### config.mk
export PLATFORM = sky130hd
export DESIGN_NAME = bus_arbiter
export DESIGN_NICKNAME = d
export VERILOG_FILES = /design/src/rtl/bus_pkg.sv /design/src/rtl/bus_decode.sv /design/src/rtl/bus_arbiter.sv
export SDC_FILE = /design/constraint.sdc
export NUM_CORES = 1
export LEC_CHECK = 0
export CAP_MARGIN = 20
export CORE_MARGIN = 1.5
export CORE_UTILIZATION = 37
export CTS_CLUSTER_DIAMETER = 80
export DETAILED_ROUTE_END_ITERATION = 7
export PLACE_DENSITY = 0.74
export REMOVE_ABC_BUFFERS = 1
export SLEW_MARGIN = 40
export SYNTH_ARGS = -nofsm -noshare
export SYNTH_HDL_FRONTEND = slang
export SYNTH_SLANG_ARGS = --single-unit
### constraint.sdc
create_clock -name clk -period 1.8 [get_ports clk]
set_input_delay 0.18 -clock clk [delete_from_list [all_inputs] [get_ports clk]]
set_output_delay 0.18 -clock clk [all_outputs]
set_load 0.05 [all_outputs]
### src/rtl/bus_pkg.sv
// Shared bus definitions: FSM encoding, region base bytes and one-hot select indices.
package bus_pkg;

  typedef enum logic [1:0] {
    ST_IDLE = 2'd0,
    ST_BUSY = 2'd1,
    ST_DONE = 2'd2
  } state_t;

  localparam int NUM_REGIONS = 8;

  localparam int SEL_SRAM   = 0;
  localparam int SEL_GPIO   = 1;
  localparam int SEL_UART   = 2;
  localparam int SEL_VDU_IO = 3;
  localparam int SEL_TIMER  = 4;
  localparam int SEL_SEG    = 5;
  localparam int SEL_SPI    = 6;
  localparam int SEL_SDRAM  = 7;

  // sram occupies addr[31:28] == 0; sdram is anything with addr[31] set
  localparam logic [3:0] BASE_SRAM   = 4'h0;
  localparam logic [7:0] BASE_GPIO   = 8'h10;
  localparam logic [7:0] BASE_UART   = 8'h11;
  localparam logic [7:0] BASE_VDU_IO = 8'h12;
  localparam logic [7:0] BASE_TIMER  = 8'h13;
  localparam logic [7:0] BASE_SEG    = 8'h14;
  localparam logic [7:0] BASE_SPI    = 8'h15;

endpackage

### src/rtl/bus_decode.sv
// Combinational address decoder: byte address to one-hot region select plus unmapped flag.
module bus_decode
  import bus_pkg::*;
(
  input  logic [31:0]            addr,
  output logic [NUM_REGIONS-1:0] sel,
  output logic                   unmapped
);

  // sdram takes priority over the top-byte peripheral windows since it owns addr[31]
  always_comb begin
    sel = '0;
    if (addr[31]) begin
      sel[SEL_SDRAM] = 1'b1;
    end else if (addr[31:28] == BASE_SRAM) begin
      sel[SEL_SRAM] = 1'b1;
    end else begin
      case (addr[31:24])
        BASE_GPIO:   sel[SEL_GPIO]   = 1'b1;
        BASE_UART:   sel[SEL_UART]   = 1'b1;
        BASE_VDU_IO: sel[SEL_VDU_IO] = 1'b1;
        BASE_TIMER:  sel[SEL_TIMER]  = 1'b1;
        BASE_SEG:    sel[SEL_SEG]    = 1'b1;
        BASE_SPI:    sel[SEL_SPI]    = 1'b1;
        default:     ;
      endcase
    end
    unmapped = (sel == '0);
  end

endmodule

### src/rtl/bus_arbiter.sv
// Two-master round-robin bus arbiter with address decode, slave timeout and error reporting.
//
//   state | meaning
//   IDLE  | waiting for a master request; grants and registers it
//   BUSY  | request presented to slave; waiting for s_ready or timeout
//   DONE  | one-cycle ready pulse to the granted master
module bus_arbiter
  import bus_pkg::*;
#(
  parameter int unsigned TIMEOUT  = 255,
  parameter logic [31:0] ERR_DATA = 32'hFFFF_FFFF
) (
  input  logic                   clk,
  input  logic                   rst_n,
  input  logic [31:0]            m0_addr,
  input  logic [31:0]            m0_wdata,
  input  logic [3:0]             m0_lane,
  input  logic                   m0_wr,
  input  logic                   m0_valid,
  output logic                   m0_ready,
  output logic [31:0]            m0_rdata,
  input  logic [31:0]            m1_addr,
  input  logic [31:0]            m1_wdata,
  input  logic [3:0]             m1_lane,
  input  logic                   m1_wr,
  input  logic                   m1_valid,
  output logic                   m1_ready,
  output logic [31:0]            m1_rdata,
  output logic [31:0]            s_addr,
  output logic [31:0]            s_wdata,
  output logic [3:0]             s_lane,
  output logic                   s_wr,
  output logic                   s_valid,
  output logic [NUM_REGIONS-1:0] s_sel,
  input  logic [31:0]            s_rdata,
  input  logic                   s_ready,
  output logic                   err,
  output logic [31:0]            err_addr
);

  localparam int CNT_W = (TIMEOUT < 2) ? 1 : $clog2(TIMEOUT + 1);
  localparam logic [CNT_W-1:0] CNT_LAST = CNT_W'(TIMEOUT - 1);

  state_t                   state, state_next;
  logic                     last_grant;
  logic                     pick;
  logic                     any_valid;
  logic                     busy_timeout;
  logic [31:0]              req_addr;
  logic [31:0]              req_wdata;
  logic [3:0]               req_lane;
  logic                     req_wr;
  logic [NUM_REGIONS-1:0]   dec_sel;
  logic                     dec_unmapped;
  logic [NUM_REGIONS-1:0]   sel_q;
  logic [31:0]              rdata_q;
  logic                     err_q;
  logic [CNT_W-1:0]         cnt;

  assign any_valid    = m0_valid | m1_valid;
  assign busy_timeout = (state == ST_BUSY) && !s_ready && (cnt == CNT_LAST);

  // Round-robin pick: on a tie the master not granted last wins, otherwise the lone requester
  always_comb begin
    if (m0_valid && m1_valid) pick = ~last_grant;
    else                      pick = m1_valid;
    req_addr  = pick ? m1_addr  : m0_addr;
    req_wdata = pick ? m1_wdata : m0_wdata;
    req_lane  = pick ? m1_lane  : m0_lane;
    req_wr    = pick ? m1_wr    : m0_wr;
  end

  bus_decode u_decode (
    .addr     (req_addr),
    .sel      (dec_sel),
    .unmapped (dec_unmapped)
  );

  // State register
  always_ff @(posedge clk) begin
    if (!rst_n) state <= ST_IDLE;
    else        state <= state_next;
  end

  // Next-state logic; unmapped requests bypass BUSY, s_ready beats a same-cycle timeout
  always_comb begin
    state_next = state;
    case (state)
      ST_IDLE: if (any_valid) state_next = dec_unmapped ? ST_DONE : ST_BUSY;
      ST_BUSY: if (s_ready || busy_timeout) state_next = ST_DONE;
      ST_DONE: state_next = ST_IDLE;
      default: state_next = ST_IDLE;
    endcase
  end

  // Request capture, BUSY cycle counter, read-data capture and error recording
  always_ff @(posedge clk) begin
    if (!rst_n) begin
      last_grant <= 1'b1;
      s_addr     <= '0;
      s_wdata    <= '0;
      s_lane     <= '0;
      s_wr       <= 1'b0;
      sel_q      <= '0;
      rdata_q    <= '0;
      err_q      <= 1'b0;
      err_addr   <= '0;
      cnt        <= '0;
    end else begin
      err_q <= 1'b0;
      case (state)
        ST_IDLE: begin
          if (any_valid) begin
            last_grant <= pick;
            s_addr     <= req_addr;
            s_wdata    <= req_wdata;
            s_lane     <= req_lane;
            s_wr       <= req_wr;
            sel_q      <= dec_sel;
            cnt        <= '0;
            if (dec_unmapped) begin
              rdata_q  <= ERR_DATA;
              err_q    <= 1'b1;
              err_addr <= req_addr;
            end
          end
        end
        ST_BUSY: begin
          cnt <= cnt + 1'b1;
          if (s_ready) begin
            rdata_q <= s_rdata;
          end else if (busy_timeout) begin
            rdata_q  <= ERR_DATA;
            err_q    <= 1'b1;
            err_addr <= s_addr;
          end
        end
        default: ;
      endcase
    end
  end

  // Outputs decoded from state; s_sel is only exposed while the slave is being addressed
  always_comb begin
    s_valid  = (state == ST_BUSY);
    s_sel    = (state == ST_BUSY) ? sel_q : '0;
    m0_ready = (state == ST_DONE) && !last_grant;
    m1_ready = (state == ST_DONE) && last_grant;
    m0_rdata = rdata_q;
    m1_rdata = rdata_q;
    err      = err_q;
  end

endmodule
==> impl_metrics.tcl <==
set metrics [dict create \
    start_util_pct 37.8 \
    clock_latency_ns 0.42 \
    wl_per_cell_um 17.5 \
    status "complete, but fails checks" \
    dr_wl_met2_um 11900 \
    die_area_um2 19900 \
    antenna_found_initial 3 \
    synthArstFlopShare_pct 0 \
    detail-route-antenna-nets 0 \
    port_buffers 351 \
    grt_max_degree 49 \
    fp-row-count 50 \
    first_pass_iters 5 \
    area_delta_synth_final_pct 68.7 \
    fin_ws_ns -0.0609 \
    whs_ns 0.161 \
    ys_ff_latch 152 \
    fmax_mhz 537 \
    fin_nets 1284 \
    rrSetupSlack_ns -0.06 \
    cp_max_fo 17 \
    synth_top_area_share_pct 43.1 \
    root_buffer "clkbuf_16" \
    grt_pass1_wl_um 36000 \
    dieHeight_um 141 \
    core_um2 18700 \
    crit_type "reg -> reg" \
    drt_iter0_markers 232 \
    syn_area_per_cell_um2 9.21 \
    violations "negative setup slack" \
    fin_crit_ns 1.86 \
    ys_seq_area_share_pct 43.1 \
    regArea_um2 3040 \
    crit_path_end_kind "register" \
    gp_congestion 0.794 \
    grt-ovfl-total 0 \
    arrival_ns 2.22 \
    maxCapViolCount 0 \
    synth_flop_cell "dfxtp_1" \
    worstMarginPinSlew_ns 0.566 \
    power.density_nw_per_um2 1130 \
    dp_slack_ns -0.620 \
    synth-edff-count 0 \
    drt-met1-wl_um 9440 \
    num_vias 6979 \
    viasPerCell 5.14 \
    cts.sinks 152 \
    htreeDepth 4 \
    top_layer_used "met4" \
    drc 0 \
    ys.warnings.count 0 \
    slew_viol_final 0 \
    rsz0062_at_grt "yes" \
    cts_tree "built" \
    relSlewSlack_pct 62.2 \
    synth.largest_area_cell "dfxtp_1" \
    ir_worst_vdd_mv 0.669 \
    period_share_pct 103 \
    setup_viol 34 \
    wl_met3_um 1950 \
    io_pins 352 \
    leakage_uw 0.00652 \
    setup.worst_path.start_class "register" \
    multi_input_area_um2 3530 \
    fillers 1567 \
    drt-total-wl_um 23700 \
    postLayoutCoreUtil_pct 63.7 \
    grt.total_usage_pct 23.2 \
    cts_buffers 17 \
    first_global_vias 6654 \
    netlist_area_um2 7070 \
    synthTopCellsByArea "dfxtp_1 43%, o211a_1 9.9%, nand2_1 9.3%, mux2i_1 9.1%, o221a_1 4.6%" \
    cp.required_ns 2.16 \
    worstHoldPathType "in -> reg" \
    cts_max_path_buffers 2 \
    hold_buffers 0 \
    hold_viol_final 0 \
    die_w_um 141 \
    syn_inst 767 \
    ys_types 45 \
    dp_hpwl_um 17600 \
    clock_skew_ns 0.00908 \
    final_layout_size_suffix_gt1_share_pct 13.5 \
    clk_pin_slew_ns 0.06 \
]
-- metrics by stage --
stage / power, uW / instance area (um^2) / setup TNS (ns) / std cells
after CTS: 13500 / 11600 / -0.875 / 1348
after global placement: 9830 / 11000 / -44.45 / 1314
after detailed placement: 9890 / 11000 / -46.77 / 1314
final: 13500 / 11900 / -1.41 / 1357
after floorplan: 7570 / 6520 / -273.41 / 666
after global routing: 14100 / 11900 / -5.00 / 1357
-- cells in the mapped netlist, drive strengths merged, types with 5 or more instances --
cell	n
clkbuf	52
nand4	6
nor3b	6
mux2i	64
nor2b	5
buf	49
dfxtp	152
nand2	175
nand3	44
o21ai	8
nor2	13
and2	14
o221a	32
o211a	70
a21oi	5
o211ai	34
-- kinds of logic after synthesis --
kind of cell	after synthesis	share of synthesized area [%]
fa+ha+maj	2	0.354
compound gates	168	22.3
mux	65	9.23
simple gates	275	17.1
buf+inv	105	7.97
flops	152	43.1
-- state kept, by name, indices dropped and copies added (netlist names) --
register / flops
cnt: 8
s_lane: 4
sel_q: 7
err: 1
last_grant: 1
s_addr: 32
s_wdata: 32
state: 2
err_addr: 32
s_wr: 1
m0_rdata: 32
-- power breakdown --
part,leakage (uW),internal [uW],switching [uW]
Sequential,0.00126,3860,322
Clock,0.000285,2200,1460
Combinational,0.00498,2170,3500
-- repair_timing --
action,in CTS,in global routing
resized for setup,38,78
endpoints found under the setup margin,111,146
gates cloned,1,2
setup buffers,1,4
pin swaps,1,4
-- worst max-delay path, cell delays in order (launching register included) --
cell      delay [ns]
dfxtp_2         0.34
a21bo_4         0.23
a211oi_2        0.17
o211ai_2        0.12
buf_6           0.15
a221oi_4        0.28
buf_6           0.16
buf_12          0.15
o221a_1         0.19
-- area by class of cell --
cell class              instances  share of cell area, %
diodes                          3                 0.0630
clock buffers                  19                   3.63
clock inverters                13                   1.43
inverters                       4                  0.168
multi-input cells             510                   29.6
flip-flops and latches        152                   25.5
well taps                     234                   2.46
repair buffers                422                   37.1
-- cell usage in the layout, fill, tap and decap left out, types with 3 or more instances in the layout --
cell type and n:
nand2_1 175, clkinvlp_4 3, and2_1 14, o211a_1 70, clkinv_4 3, buf_6 6, o221a_2 3, nand3_1 44
and3_1 3, inv_1 3, nor2_1 13, buf_4 73, nor3b_1 6, dlymetal6s2s_1 67, clkdlybuf4s50_1 221, nand4_1 6
bufinv_16 3, buf_12 20, o221a_1 29, diode_2 3, inv_6 4, nor2b_1 5, o211ai_1 33, dfxtp_1 151
a21oi_1 5, a21boi_0 3, mux2i_1 64, dlygate4sd2_1 32, o21ai_0 8, clkbuf_16 19, nor3_1 3
-- layer usage --
| metal | vias up | GRT usage [%] |
|---|---|---|
| li1 | 3412 | - |
| met1 | 3273 | 25.8 |
| met2 | 270 | 41.4 |
| met3 | 24 | 7.30 |
| met4 | 0 | 8.66 |
| met5 | - | 0 |
-- final timing paths --
path | start | to | depth (start not counted)
max reg2reg | last_grant | m0_rdata[25] | 8
min reg2reg | cnt[4] | cnt[4] | 1
min | rst_n | s_addr[29] | 2
max | last_grant | m0_rdata[25] | 8
No activity file was read; power rests on OpenSTA's default activity.
